File: src/rtl/window_minmax_tracker_pkg.sv
// Shared types and default constants for the window min/max tracker.
package window_minmax_pkg;

   localparam int DEF_WIDTH  = 4;
   localparam int DEF_WINDOW = 8;
   localparam int DEF_CNT_W  = 8;

   // Control states of the window tracker.
   typedef enum logic [1:0] {
      IDLE  = 2'd0,
      ACCUM = 2'd1,
      HOLD  = 2'd2
   } state_t;

   // One result record at the default widths.
   typedef struct packed {
      logic [DEF_WIDTH-1:0] max;
      logic [DEF_WIDTH-1:0] min;
      logic [DEF_CNT_W-1:0] max_cnt;
   } rec_t;

endpackage

File: src/rtl/window_minmax_tracker_if.sv
// Sample-in / record-out handshake bundle for window_minmax_tracker.
// The master side is the producer/consumer environment, the slave side the tracker.
interface window_minmax_tracker_if
   import window_minmax_pkg::*;
#(
   parameter int WIDTH = DEF_WIDTH,
   parameter int CNT_W = DEF_CNT_W
);

   logic             clear;
   logic             in_valid;
   logic             in_ready;
   logic [WIDTH-1:0] in_data;
   logic             out_valid;
   logic             out_ready;
   logic [WIDTH-1:0] out_max;
   logic [WIDTH-1:0] out_min;
   logic [CNT_W-1:0] out_max_cnt;

   modport master (
      output clear,
      output in_valid,
      output in_data,
      output out_ready,
      input  in_ready,
      input  out_valid,
      input  out_max,
      input  out_min,
      input  out_max_cnt
   );

   modport slave (
      input  clear,
      input  in_valid,
      input  in_data,
      input  out_ready,
      output in_ready,
      output out_valid,
      output out_max,
      output out_min,
      output out_max_cnt
   );

endinterface

File: src/rtl/window_minmax_tracker_mag_compare.sv
// Unsigned magnitude comparator: exactly one of gt/lt/eq is high.
module mag_compare #(
   parameter int WIDTH = 4
) (
   input  logic [WIDTH-1:0] a,
   input  logic [WIDTH-1:0] b,
   output logic             gt,
   output logic             lt,
   output logic             eq
);

   // Pure combinational decision on a versus b.
   always_comb begin
      gt = (a > b);
      lt = (a < b);
      eq = (a == b);
   end

endmodule

File: src/rtl/window_minmax_tracker.sv
// Tracks max, min and the count of samples equal to the max over windows of
// WINDOW samples and emits one record per window on a valid/ready port.
module window_minmax_tracker
   import window_minmax_pkg::*;
#(
   parameter int WIDTH  = DEF_WIDTH,
   parameter int WINDOW = DEF_WINDOW,
   parameter int CNT_W  = DEF_CNT_W
) (
   input  logic                    clk,
   input  logic                    rst_n,
   window_minmax_tracker_if.slave  bus
);

   // Index of the last sample of a window, expressed at counter width.
   localparam logic [CNT_W-1:0] LAST_IDX = CNT_W'(WINDOW - 1);

   typedef struct packed {
      logic [WIDTH-1:0] max;
      logic [WIDTH-1:0] min;
      logic [CNT_W-1:0] max_cnt;
   } win_rec_t;

   state_t           state_reg,     state_next;
   logic [WIDTH-1:0] max_reg,       max_next;
   logic [WIDTH-1:0] min_reg,       min_next;
   logic [CNT_W-1:0] max_cnt_reg,   max_cnt_next;
   logic [CNT_W-1:0] cnt_reg,       cnt_next;
   win_rec_t         out_rec_reg,   out_rec_next;
   logic             out_valid_reg, out_valid_next;
   logic             in_ready_reg;

   logic in_fire;
   logic out_fire;

   // Comparator lane 0 checks the sample against the running max,
   // lane 1 against the running min.
   logic [WIDTH-1:0] cmp_ref [2];
   logic             cmp_gt  [2];
   logic             cmp_lt  [2];
   logic             cmp_eq  [2];
   logic             unused_cmp;

   assign cmp_ref[0] = max_reg;
   assign cmp_ref[1] = min_reg;

   for (genvar gi = 0; gi < 2; gi++) begin : g_cmp
      mag_compare #(
         .WIDTH (WIDTH)
      ) u_cmp (
         .a  (bus.in_data),
         .b  (cmp_ref[gi]),
         .gt (cmp_gt[gi]),
         .lt (cmp_lt[gi]),
         .eq (cmp_eq[gi])
      );
   end

   // A smaller sample leaves the max alone, and only "less" matters for the min.
   assign unused_cmp = ^{cmp_lt[0], cmp_gt[1], cmp_eq[1]};

   assign in_fire  = bus.in_valid && in_ready_reg;
   assign out_fire = out_valid_reg && bus.out_ready;

   // Next-state, accumulator and record-latch logic.
   always_comb begin
      state_next     = state_reg;
      max_next       = max_reg;
      min_next       = min_reg;
      max_cnt_next   = max_cnt_reg;
      cnt_next       = cnt_reg;
      out_rec_next   = out_rec_reg;
      out_valid_next = out_valid_reg;

      if (bus.clear) begin
         // Abort wins over both handshakes; data outputs keep their value.
         state_next     = IDLE;
         out_valid_next = 1'b0;
         cnt_next       = '0;
      end else begin
         unique case (state_reg)
            IDLE: begin
               if (in_fire) begin
                  max_next     = bus.in_data;
                  min_next     = bus.in_data;
                  max_cnt_next = CNT_W'(1);
                  cnt_next     = CNT_W'(1);
                  state_next   = ACCUM;
               end
            end
            ACCUM: begin
               if (in_fire) begin
                  if (cmp_gt[0]) begin
                     max_next     = bus.in_data;
                     max_cnt_next = CNT_W'(1);
                  end else if (cmp_eq[0]) begin
                     max_cnt_next = max_cnt_reg + CNT_W'(1);
                  end
                  if (cmp_lt[1]) begin
                     min_next = bus.in_data;
                  end
                  cnt_next = cnt_reg + CNT_W'(1);
                  if (cnt_reg == LAST_IDX) begin
                     out_rec_next.max     = max_next;
                     out_rec_next.min     = min_next;
                     out_rec_next.max_cnt = max_cnt_next;
                     out_valid_next       = 1'b1;
                     state_next           = HOLD;
                  end
               end
            end
            HOLD: begin
               if (out_fire) begin
                  out_valid_next = 1'b0;
                  state_next     = IDLE;
               end
            end
            default: begin
               state_next = IDLE;
            end
         endcase
      end
   end

   // State and datapath registers; in_ready is registered so it is low
   // throughout reset and rises on the first cycle after release.
   always_ff @(posedge clk) begin
      if (!rst_n) begin
         state_reg     <= IDLE;
         max_reg       <= '0;
         min_reg       <= '0;
         max_cnt_reg   <= '0;
         cnt_reg       <= '0;
         out_rec_reg   <= '0;
         out_valid_reg <= 1'b0;
         in_ready_reg  <= 1'b0;
      end else begin
         state_reg     <= state_next;
         max_reg       <= max_next;
         min_reg       <= min_next;
         max_cnt_reg   <= max_cnt_next;
         cnt_reg       <= cnt_next;
         out_rec_reg   <= out_rec_next;
         out_valid_reg <= out_valid_next;
         in_ready_reg  <= (state_next != HOLD);
      end
   end

   assign bus.in_ready    = in_ready_reg;
   assign bus.out_valid   = out_valid_reg;
   assign bus.out_max     = out_rec_reg.max;
   assign bus.out_min     = out_rec_reg.min;
   assign bus.out_max_cnt = out_rec_reg.max_cnt;

endmodule

File: src/flat_wrapper.sv
// flat-port wrapper written by rule: the top's interface ports become plain ports
module window_minmax_tracker_flat import window_minmax_pkg::*;
#(
   parameter int WIDTH  = DEF_WIDTH,
   parameter int WINDOW = DEF_WINDOW,
   parameter int CNT_W  = DEF_CNT_W
)
  (clk, rst_n, bus_clear, bus_in_valid, bus_in_data, bus_out_ready, bus_in_ready, bus_out_valid, bus_out_max, bus_out_min, bus_out_max_cnt);
  window_minmax_tracker_if #(.WIDTH(WIDTH), .CNT_W(CNT_W)) bus_i ();
  input  logic clk;
  input  logic rst_n;
  input wire logic [$bits(bus_i.clear)-1:0] bus_clear;
  input wire logic [$bits(bus_i.in_valid)-1:0] bus_in_valid;
  input wire logic [$bits(bus_i.in_data)-1:0] bus_in_data;
  input wire logic [$bits(bus_i.out_ready)-1:0] bus_out_ready;
  output wire logic [$bits(bus_i.in_ready)-1:0] bus_in_ready;
  output wire logic [$bits(bus_i.out_valid)-1:0] bus_out_valid;
  output wire logic [$bits(bus_i.out_max)-1:0] bus_out_max;
  output wire logic [$bits(bus_i.out_min)-1:0] bus_out_min;
  output wire logic [$bits(bus_i.out_max_cnt)-1:0] bus_out_max_cnt;
  assign bus_i.clear = bus_clear;
  assign bus_i.in_valid = bus_in_valid;
  assign bus_i.in_data = bus_in_data;
  assign bus_i.out_ready = bus_out_ready;
  assign bus_in_ready = bus_i.in_ready;
  assign bus_out_valid = bus_i.out_valid;
  assign bus_out_max = bus_i.out_max;
  assign bus_out_min = bus_i.out_min;
  assign bus_out_max_cnt = bus_i.out_max_cnt;
  window_minmax_tracker #(.WIDTH(WIDTH), .WINDOW(WINDOW), .CNT_W(CNT_W)) u_core (.clk(clk), .rst_n(rst_n), .bus(bus_i));
endmodule
File: config.mk
export PLATFORM = sky130hd
export DESIGN_NAME = window_minmax_tracker_flat
export DESIGN_NICKNAME = d
export VERILOG_FILES = /design/src/rtl/window_minmax_tracker_pkg.sv /design/src/rtl/window_minmax_tracker_if.sv /design/src/rtl/window_minmax_tracker_mag_compare.sv /design/src/rtl/window_minmax_tracker.sv /design/src/flat_wrapper.sv
export SDC_FILE = /design/constraint.sdc
export NUM_CORES = 1
export LEC_CHECK = 0
export BUFFER_PORTS_ARGS = -buffer_cell sky130_fd_sc_hd__buf_2
export CAP_MARGIN = 20
export CORE_MARGIN = 8
export CORE_UTILIZATION = 54
export CTS_BUF_LIST = sky130_fd_sc_hd__clkbuf_8
export DETAILED_ROUTE_END_ITERATION = 16
export PLACE_DENSITY = 0.81
export SETUP_SLACK_MARGIN = 0.1
export SLEW_MARGIN = 20
export SYNTH_ARGS = -nofsm -noshare
export SYNTH_HDL_FRONTEND = slang
export SYNTH_HIERARCHICAL = 1
export SYNTH_SLANG_ARGS = --single-unit
File: constraint.sdc
create_clock -name clk -period 2 [get_ports clk]
set_input_delay 0 -clock clk [delete_from_list [all_inputs] [get_ports clk]]
set_output_delay 0 -clock clk [all_outputs]
set_load 0.05 [all_outputs]
==> reports/summary.txt <==
outcome -> finished clean
Placed Instances -> 322
Int Pwr -> 1.42 mW
Synth Area per Inst -> 9.07 sq um
clk sinks -> 44
crit path to -> u_core/max_cnt_reg[0]
R2R Path End -> u_core/max_cnt_reg[0]
Slew @ Worst Pin -> 314 ps
drt first pass iters -> 4
final count of hold timing violations -> 0
dpl hpwl -> 3440 um
# setup viols final -> 0
fin nets -> 305
Routed WL -> 4990 um
Gate power share -> 10.9%
final instance area -> 2740 sq um
CP startpoint -> u_core/max_reg[2]
worst skew pair latency -> 300 ps
unrepaired setup endpoints after global routing -> yes
part of the cycle the worst path needs -> 93.9%
Crit Reg-Reg Startpoint -> u_core/max_reg[2]
Overall Power -> 1.83 mW
global-route wire length before repair -> 8240 um
sequential cell fraction of total power -> 48.9%
Hold WS -> 13.8 ps
WP data arrival -> 2080 ps
GR Util met3 -> 3.57%
Vias/cell -> 5.63
WP data required -> 2200 ps
post-route insts no fill -> 337
met2 usage -> 24.8%
initial antenna violation count -> 0
fin. max-slew vios -> 0
yosys warns -> 6
Clock H-tree levels -> 2
met1 GRT Util -> 20.2%
grt ovf -> 0
switching share of power -> 22.5%
Peak VDD IR -> 332 uV
CP Launch Type -> flop
Post-Syn Area -> 2230 sq um
min cycle time layout -> 1880 ps
die height -> 80.3 um
clock root cell -> clkbuf_8
leak pwr -> 1.07 nW
R2R depth -> 10
largest net degree at the start of global routing -> 28
setup_tns -> 0 ps
CORE AREA -> 4000 sq um
Mapped Nets -> 265
vias -> 1897
full die area -> 6450 sq um
Die Wd -> 80.3 um
synthesis-to-layout area growth -> 22.6%
PortBufs -> 26
crit-path max FO -> 4
r2r setup slk -> 120 ps
grt peak-use layer -> met2
DRT iter0 DRCs -> 168
num rows -> 23
Placer Congestion -> 0.927
CTS clk-pin slew, worst paths -> 80 ps
CTS tree -> yes
Worst setup EP type -> flop
CP Class -> reg2reg
Setup Skew -> 3.99 ps
max cap viols -> 0
placement-stage cell area -> 2470 sq um
HP Class -> in2reg
vias in the first global route -> 1805
io pins -> 27
clock share of power -> 40.2%
detailed-route wire length per cell -> 14.8 um
GRT Util Overall -> 15.8%
Final ANT Viol Nets -> 0
PwrDens -> 668 nW/um^2
share of cells above drive strength 1 -> 28.6%
Max clock buf depth -> 2
Net Switching -> 0.411 mW
Post-Synthesis Cells -> 246
Post-route DRC -> 0
Fmax -> 533 MHz
ant diodes -> 0
Initial Util -> 55.8%
Max-slew headroom -> 78.5%
TritonCTS Buffers -> 5
## repair_timing
action | CTS | global route
hold endpoints to repair | 1 | 1
endpoints found under the setup margin | 9 | 23
cloned | 1 | 0
pin swaps | 2 | 8
resized for setup | 4 | 20
buffers inserted | 2 | 3
## routing by layer
metal / vias up / share of wire (%)
met3: 8 / 5.1
li1: 949 / -
met5: - / 0
met2: 39 / 48
met4: 0 / 1.5
met1: 901 / 45
## worst min-delay path by stage
stage                          from  cells after the start  slack (ps)                  end
final                         rst_n                      2          10  u_core/bus.in_ready
after global routing          rst_n                      2          20  u_core/bus.in_ready
after CTS                 bus_clear                      2         -50  u_core/bus.in_ready
after detailed placement  bus_clear                      2         260  u_core/bus.in_ready
after global placement    bus_clear                      2         260  u_core/bus.in_ready
after floorplan           bus_clear                      1         120  u_core/bus.in_ready
## power groups by stage
stage | Clock, mW | Combinational (mW) | Sequential [mW]
after floorplan | 0 | 0.121 | 0.916
after global placement | 0 | 0.160 | 0.914
after detailed placement | 0 | 0.163 | 0.914
after CTS | 0.747 | 0.172 | 0.894
after global routing | 0.796 | 0.217 | 0.897
final | 0.736 | 0.199 | 0.895
## cell type report
type                       count  area (sq um)
fill                         296          1260
multi-input combinational    180          1340
timing repair buffer          44           273
inverter                      11          41.3
sequential                    44           892
tap                           50          62.6
clock buffer                   7          96.3
clock inverter                 1          30.0
## critical path, stage by stage (launching register included)
cell,delay (ps)
dfxtp_2,330
inv_1,40
ha_1,300
nand2_4,70
o21bai_4,180
a21oi_4,160
nand2b_4,170
buf_4,130
o21a_1,110
nor2_1,40
a311oi_1,250
## metrics by stage
| step | worst slack, ps | utilization (%) |
|---|---|---|
| final | 122 | 68.4 |
| after global routing | 51.5 | 68.4 |
| after CTS | 98.5 | 65.7 |
| after detailed placement | 62.9 | 61.7 |
| after global placement | 152 | 61.7 |
| after floorplan | 114 | - |
## cells in the final DEF, fill, tap and decap left out, types with 6 or more instances in the layout
master	count
dfxtp_1	37
a211oi_1	7
dfxtp_2	6
mux2i_1	16
ha_1	8
clkbuf_8	7
buf_2	27
a21oi_1	9
inv_1	9
nor2_1	34
buf_4	14
xnor2_1	7
nand3_1	9
nand2_1	15
Note: power is estimated with default switching activity, not from simulation.
